<file path="config.mk">
export PLATFORM = sky130hd
export DESIGN_NAME = bcd_seg_scan
export DESIGN_NICKNAME = d
export VERILOG_FILES = /design/src/rtl/bcd_seg_scan.sv
export SDC_FILE = /design/constraint.sdc
export NUM_CORES = 1
export LEC_CHECK = 0
export ABC_AREA = 0
export BUFFER_PORTS_ARGS = -buffer_cell sky130_fd_sc_hd__buf_2
export CAP_MARGIN = 25
export CORE_ASPECT_RATIO = 1.1
export CORE_UTILIZATION = 51
export CTS_CLUSTER_DIAMETER = 200
export DETAILED_ROUTE_END_ITERATION = 8
export GPL_TIMING_DRIVEN = 0
export PLACE_DENSITY = 0.77
export SLEW_MARGIN = 40
export SYNTH_ARGS = -nofsm -noshare
export SYNTH_HDL_FRONTEND = slang
export SYNTH_SLANG_ARGS = --single-unit
</file>
<file path="constraint.sdc">
create_clock -name clk -period 2.32 [get_ports clk]
set_input_delay 0.116 -clock clk [delete_from_list [all_inputs] [get_ports clk]]
set_output_delay 0.116 -clock clk [all_outputs]
set_load 0.01 [all_outputs]
</file>
<file path="src/rtl/bcd_seg_scan.sv">
// bcd_seg_scan: time-multiplexed 3-digit BCD to 7-segment scanner with a
// frame-synchronous input snapshot and optional leading-zero blanking.
module bcd_seg_scan #(
    parameter int unsigned DIV = 50000
) (
    input  logic       clk,
    input  logic       rst,
    input  logic [3:0] hun,
    input  logic [3:0] tens,
    input  logic [3:0] units,
    input  logic       blank_lz,
    output logic [6:0] seg,
    output logic [2:0] an,
    output logic       frame_done
);
    localparam int unsigned PW = (DIV > 1) ? $clog2(DIV) : 1;
    localparam logic [PW-1:0] LAST = PW'(DIV - 1);

    typedef enum logic [1:0] {DIG_U, DIG_T, DIG_H} state_t;

    state_t        state_q, state_d;
    logic [PW-1:0] presc_q, presc_d;
    logic [3:0]    hun_q, tens_q, units_q;
    logic          blank_q, frame_q;
    logic          tick, wrap, blank_h, blank_t, blank;
    logic [3:0]    digit;

    function automatic logic [6:0] dec(input logic [3:0] d);
        case (d)
            4'd0:    return 7'b1111110;
            4'd1:    return 7'b0110000;
            4'd2:    return 7'b1101101;
            4'd3:    return 7'b1111001;
            4'd4:    return 7'b0110011;
            4'd5:    return 7'b1011011;
            4'd6:    return 7'b1011111;
            4'd7:    return 7'b1110000;
            4'd8:    return 7'b1111111;
            4'd9:    return 7'b1111011;
            default: return 7'b0000001;
        endcase
    endfunction

    assign tick = presc_q == LAST;
    assign wrap = tick && state_q == DIG_H;

    always_comb begin
        presc_d = tick ? '0 : presc_q + 1'b1;
        state_d = state_q;
        if (tick)
            state_d = state_q == DIG_U ? DIG_T : state_q == DIG_T ? DIG_H : DIG_U;
    end

    always_ff @(posedge clk or posedge rst) begin
        if (rst) begin
            presc_q <= '0;
            state_q <= DIG_U;
            hun_q   <= '0;
            tens_q  <= '0;
            units_q <= '0;
            blank_q <= 1'b1;
            frame_q <= 1'b0;
        end else begin
            presc_q <= presc_d;
            state_q <= state_d;
            frame_q <= wrap;
            if (wrap) begin
                hun_q   <= hun;
                tens_q  <= tens;
                units_q <= units;
                blank_q <= blank_lz;
            end
        end
    end

    // Invalid digits compare non-zero, so they never trigger blanking.
    assign blank_h = blank_q && hun_q == 4'd0;
    assign blank_t = blank_h && tens_q == 4'd0;

    always_comb begin
        an    = state_q == DIG_H ? 3'b100 : state_q == DIG_T ? 3'b010 : 3'b001;
        digit = state_q == DIG_H ? hun_q : state_q == DIG_T ? tens_q : units_q;
        blank = state_q == DIG_H ? blank_h : state_q == DIG_T ? blank_t : 1'b0;
        seg   = blank ? 7'b0000000 : dec(digit);
    end

    assign frame_done = frame_q;
endmodule

</file>
==> results of run 1 <==
[logic make-up after synthesis]
logic type      after synthesis  synth area share
flops                        32             0.452
mux                          24             0.172
buf+inv                      15            0.0359
fa+ha+maj                     9            0.0634
xor+xnor                     12            0.0592
simple gates                 51             0.168
compound gates               13            0.0500
[cell usage after synthesis (3+ instances only)]
library cell	count
dfrtp_1	31
clkbuf_1	4
nand2_1	9
mux2_2	7
a211oi_1	3
mux2i_1	4
xnor2_1	6
o21ai_0	3
ha_1	9
nand4_1	4
nor3_1	3
nand3_1	6
nor2_1	11
inv_1	10
xor2_1	6
nor4_1	3
mux2_4	10
[final timing paths]
kind                            start    endpoint  slack (ns)  cells after the start
max                        state_q[1]      seg[6]       -0.21                      9
min                            hun[3]    hun_q[3]        0.02                      2
max reg2reg                presc_q[7]   tens_q[3]        0.21                      5
min reg2reg                presc_q[0]  presc_q[0]        0.51                      1
max in group asynchronous         rst  units_q[3]        1.46                      3
min in group asynchronous         rst  presc_q[3]        0.43                      3
[worst max-delay path, cell delays in order, from the launching register on]
cell	delay [ns]
dfrtp_1	0.40
inv_2	0.08
ha_4	0.17
mux2_4	0.32
mux2i_4	0.24
inv_2	0.11
ha_4	0.17
mux2_4	0.26
a211oi_2	0.17
buf_2	0.15
[metrics by stage]
| step | area (sq um) | power (uW) | hold WS (ns) | setup slack [ns] | std cells |
|---|---|---|---|---|---|
| after global routing | 2320 | 1090 | 0.00265 | -0.282 | 253 |
| after CTS | 2260 | 1040 | 0.000324 | -0.250 | 250 |
| after global placement | 1990 | 678 | 0.331 | -0.0570 | 229 |
| final | 2320 | 1040 | 0.0162 | -0.207 | 253 |
| after detailed placement | 1990 | 684 | 0.256 | -0.184 | 229 |
| after floorplan | 1810 | 650 | 0.231 | 0.0163 | 156 |
[where the power goes]
part           switching [uW]  leakage [uW]  total (uW)  internal, uW
Sequential               10.6      0.000401         580           570
Clock                     192     0.0000380         336           144
Combinational            59.1      0.000634         126          67.0
[routing by layer]
metal  vias up  wire length [um]  track usage
li1        648                 -            -
met1       681              1690        0.289
met2        36              2110        0.385
met3         7               119       0.0547
met4         0                51       0.0685
met5         -                 0            0
[registers in the layout, indices dropped and copies added (netlist names)]
signal	cells
presc_q	16
units_q	4
state_q	2
hun_q	4
frame_done	1
tens_q	4
blank_q	1
[timing repair]
item                                    in CTS  in global routing
resized for setup                           21                  9
buffers inserted                             9                  2
pin swaps                                    5                  3
hold endpoints to repair                    34                  2
hold buffers                                 4                  2
endpoints found under the setup margin       7                  7
[final cells by class]
cell class | instances | area (sq um) | share of cell area
Multi-Input combinational cell | 109 | 1040 | 0.450
Sequential cell | 32 | 802 | 0.346
Timing Repair Buffer | 42 | 275 | 0.119
Tap cell | 48 | 60.1 | 0.0259
Clock buffer | 6 | 51.3 | 0.0221
Buffer | 4 | 38.8 | 0.0167
Inverter | 10 | 37.5 | 0.0162
Clock inverter | 2 | 10.0 | 0.00432
==> flow_metrics.env, run 1 <==
export IMPL_hold_viol=0
export IMPL_routed_via_count=1372
export IMPL_synth_seq_cells=32
export IMPL_grt_max_degree=33
export IMPL_synthesis_area_sq_um=1780
export IMPL_cts_tree="done"
export IMPL_post_drt_wl_per_cell_um=15.7
export IMPL_start_util=0.533
export IMPL_cp_start_kind="flop"
export IMPL_slew_limit_headroom=0.561
export IMPL_yosysSeqAreaShare=0.452
export IMPL_rows=22
export IMPL_crit_path_end_kind="output pin"
export IMPL_syn_nets=180
export IMPL_grt_pass1_wl_um=6560
export IMPL_cp_arrival_ns=2.41
export IMPL_syn_avg_cell_area_sq_um=11.4
export IMPL_remaining_drc_errors=0
export IMPL_worstMarginPinSlew_ns=0.658
export IMPL_track_usage=0.229
export IMPL_numCtsBuffers=5
export IMPL_p_leak_uw=0.00107
export IMPL_finalSetupTns_ns=-0.754
export IMPL_rsz0062_at_grt="true"
export IMPL_synth_top_area_share=0.437
export IMPL_clk_pin_slew_ns=0.10
export IMPL_wirelength_um=3970
export IMPL_finalWeightedCongestion=0.775
export IMPL_final_cell_mix="dfrtp_1 (31), buf_2 (25), mux2_4 (12)"
export IMPL_powerDensity_nw_per_um2=450
export IMPL_ys_top_cells_by_area="dfrtp_1 (44%), mux2_4 (8.5%), ha_1 (6.3%)"
export IMPL_syn_inst=156
export IMPL_fillers=230
export IMPL_synth_top_cell_by_area="dfrtp_1"
export IMPL_insertion_delay_ns=0.33
export IMPL_fin_crit_ns=2.53
export IMPL_die_width_um=58.3
export IMPL_period_share=1.09
export IMPL_initialDrtViolationCount=48
export IMPL_cts_sinks=32
export IMPL_synth_edff_count=0
export IMPL_antennaDiodeCount=0
export IMPL_synth_cell_types=37
export IMPL_ant_nets=0
export IMPL_path_class="flop to output pin"
export IMPL_crit_fanout=6
export IMPL_async_flop_share=1.00
export IMPL_grt_pass1_vias=1437
export IMPL_syn2layout_area_growth_pct=30.6
export IMPL_drt_pass1_iterations=4
export IMPL_cts_root_buf="clkbuf_4"
export IMPL_cts_htree_levels=2
export IMPL_ios=26
export IMPL_setup_ws_ns=-0.207
export IMPL_cp_required_ns=2.20
export IMPL_core_area_sq_um=3330
export IMPL_vdd_drop_max_uv=415
export IMPL_finClkSkew_ns=0.0102
export IMPL_dieArea_sq_um=3720
export IMPL_final_common_cell="dfrtp_1"
export IMPL_drive_above_1_share=0.415
export IMPL_place_hpwl_um=2470
export IMPL_min_path_type="input port to flop"
export IMPL_fin_util=0.696
export IMPL_synth_warnings=0
export IMPL_nNetsFinal=228
export IMPL_antenna_found_initial=0
export IMPL_vias_per_cell=5.42
export IMPL_maxCapViolations=0
export IMPL_slew_violations=0
export IMPL_synth_main_ff_cell="dfrtp_1"
export IMPL_cts_root_to_sink_buffers=2
export IMPL_status="finished with violations"
export IMPL_setup_viol_count_final=6
export IMPL_io_buffer_count=25
export IMPL_gr_total_overflow=0
export IMPL_violations="setup timing"
export IMPL_die_h_um=63.9
export IMPL_fmax_mhz=396
Note: power is estimated with default switching activity, not from simulation.
==> run 2: changes to the inputs <==
--- a/config.mk
+++ b/config.mk
@@ -9,11 +9,11 @@
 export BUFFER_PORTS_ARGS = -buffer_cell sky130_fd_sc_hd__buf_2
 export CAP_MARGIN = 25
 export CORE_ASPECT_RATIO = 1.1
-export CORE_UTILIZATION = 51
+export CORE_UTILIZATION = 28
 export CTS_CLUSTER_DIAMETER = 200
 export DETAILED_ROUTE_END_ITERATION = 8
 export GPL_TIMING_DRIVEN = 0
-export PLACE_DENSITY = 0.77
+export PLACE_DENSITY = 0.49
 export SLEW_MARGIN = 40
 export SYNTH_ARGS = -nofsm -noshare
 export SYNTH_HDL_FRONTEND = slang
==> run 2 against run 1 <==
Compared with the run above: the flow still finishes with violations (setup timing); global-route usage decreased by 10 points; clock power grew 60%; first-iteration DRC count decreased by 23%; non-clock buffer count shrank 3; flip-flop and latch count is the same; register-to-register slack about the same; clock skew shrank 0.0044 ns; utilization shrank 31 points; total power is 19% higher; routed wire length down 7.2%; count of clock-buffer cells in the layout down 1; critical path type unchanged; largest cell class unchanged.
==> flow_metrics.env, run 2 (synthesis results as in run 1) <==
export IMPL_violations="setup timing"
export IMPL_path_class="flop to output pin"
export IMPL_drt_pass1_iterations=4
export IMPL_cts_root_to_sink_buffers=2
export IMPL_start_util=0.288
export IMPL_largest_reg_flops=16
export IMPL_core_area_sq_um=6160
export IMPL_period_share=1.06
export IMPL_whs_ns=0.0406
export IMPL_cp_start_kind="flop"
export IMPL_initialDrtViolationCount=37
export IMPL_clk_pin_slew_ns=0.07
export IMPL_drive_above_1_share=0.436
export IMPL_dp_worst_setup_slack_ns=-0.232
export IMPL_wirelength_um=3690
export IMPL_dieArea_sq_um=6660
export IMPL_vias_per_cell=4.56
export IMPL_track_usage=0.124
export IMPL_cp_arrival_ns=2.34
export IMPL_post_drt_wl_per_cell_um=13.1
export IMPL_rsz0062_at_grt="true"
export IMPL_powerDensity_nw_per_um2=524
export IMPL_crit_path_end_kind="output pin"
export IMPL_syn2layout_area_growth_pct=33.3
export IMPL_die_h_um=85.5
export IMPL_finalWeightedCongestion=0.694
export IMPL_worstMarginPinSlew_ns=0.690
export IMPL_p_leak_uw=0.00108
export IMPL_grt_pass1_wl_um=6220
export IMPL_dpl_cell_area_sq_um=2030
export IMPL_regMostFlops="presc_q"
export IMPL_slew_violations=0
export IMPL_place_hpwl_um=2510
export IMPL_maxCapViolations=0
export IMPL_crit_fanout=6
export IMPL_grt_pass1_vias=1310
export IMPL_cp_required_ns=2.20
export IMPL_die_width_um=77.9
export IMPL_fin_area_sq_um=2370
export IMPL_finalSetupTns_ns=-0.439
export IMPL_fillers=643
export IMPL_min_path_type="input port to flop"
export IMPL_ios=26
export IMPL_nNetsFinal=225
export IMPL_ant_nets=0
export IMPL_fin_util=0.384
export IMPL_setup_ws_ns=-0.138
export IMPL_finClkSkew_ns=0.00588
export IMPL_hold_viol=0
export IMPL_cts_sinks=32
export IMPL_setup_viol_count_final=4
export IMPL_final_common_cell="dfrtp_1"
export IMPL_numCtsBuffers=5
export IMPL_grt_max_degree=33
export IMPL_final_cell_mix="dfrtp_1 (31), buf_2 (25), mux2_4 (13)"
export IMPL_gr_total_overflow=0
export IMPL_routed_via_count=1286
export IMPL_cts_htree_levels=2
export IMPL_antennaDiodeCount=0
export IMPL_vdd_drop_max_uv=171
export IMPL_rows=30
export IMPL_antenna_found_initial=0
export IMPL_slew_limit_headroom=0.539
export IMPL_status="finished with violations"
export IMPL_fin_crit_ns=2.46
export IMPL_fmax_mhz=407
export IMPL_remaining_drc_errors=0
export IMPL_cts_tree="done"
export IMPL_cts_root_buf="clkbuf_8"
export IMPL_insertion_delay_ns=0.28
export IMPL_io_buffer_count=25
run 2: final cells by class:
cell class | count | area [sq um] | share of cell area
Tap cell | 80 | 100 | 0.0423
Timing Repair Buffer | 39 | 240 | 0.102
Multi-Input combinational cell | 109 | 1040 | 0.440
Clock buffer | 5 | 68.8 | 0.0291
Sequential cell | 32 | 802 | 0.339
Clock inverter | 3 | 42.5 | 0.0180
Inverter | 10 | 37.5 | 0.0159
Buffer | 4 | 33.8 | 0.0143
run 2: final timing paths:
kind	start	endpoint	slack, ns	cells past startpoint
max in group asynchronous	rst	frame_done	1.39	3
min reg2reg	presc_q[0]	presc_q[0]	0.49	1
min in group asynchronous	rst	hun_q[3]	0.49	3
min	units[2]	units_q[2]	0.04	2
max	state_q[1]	seg[3]	-0.14	9
max reg2reg	presc_q[4]	hun_q[1]	0.21	6
run 2: power breakdown:
| group | switching (uW) | internal (uW) | leakage, uW | total [uW] |
|---|---|---|---|---|
| clock network | 218 | 318 | 0.0000541 | 536 |
| logic | 56.0 | 65.9 | 0.000627 | 122 |
| registers | 10.8 | 570 | 0.000401 | 581 |
run 2: repair_timing:
| action | 4_1_cts | 5_1_grt |
|---|---|---|
| hold buffers | 1 | 0 |
| endpoints found under the hold margin | 31 | 0 |
| buffers inserted | 8 | 5 |
| gates resized for setup | 18 | 12 |
| endpoints found under the setup margin | 7 | 7 |
| pin swaps | 5 | 4 |
| gates cloned | 0 | 0 |
run 2: critical path: stages, from the launching register on:
cell      delay, ns
dfrtp_1        0.39
inv_2          0.08
ha_4           0.17
mux2_4         0.33
mux2i_4        0.21
inv_2          0.09
ha_4           0.17
mux2_4         0.25
a211oi_2       0.21
buf_2          0.15
run 2: stage by stage:
step	power [uW]	instances
3_3_place_gp	685	261
2_1_floorplan	650	156
3_5_place_dp	686	261
5_1_grt	1300	282
6_report	1240	282
4_1_cts	1250	278
run 2: per-layer routing:
metal,part of all wire,global-route usage
met1,0.44,0.143
met2,0.51,0.219
met3,0.035,0.0351
met4,0.014,0.0455
met5,0,0
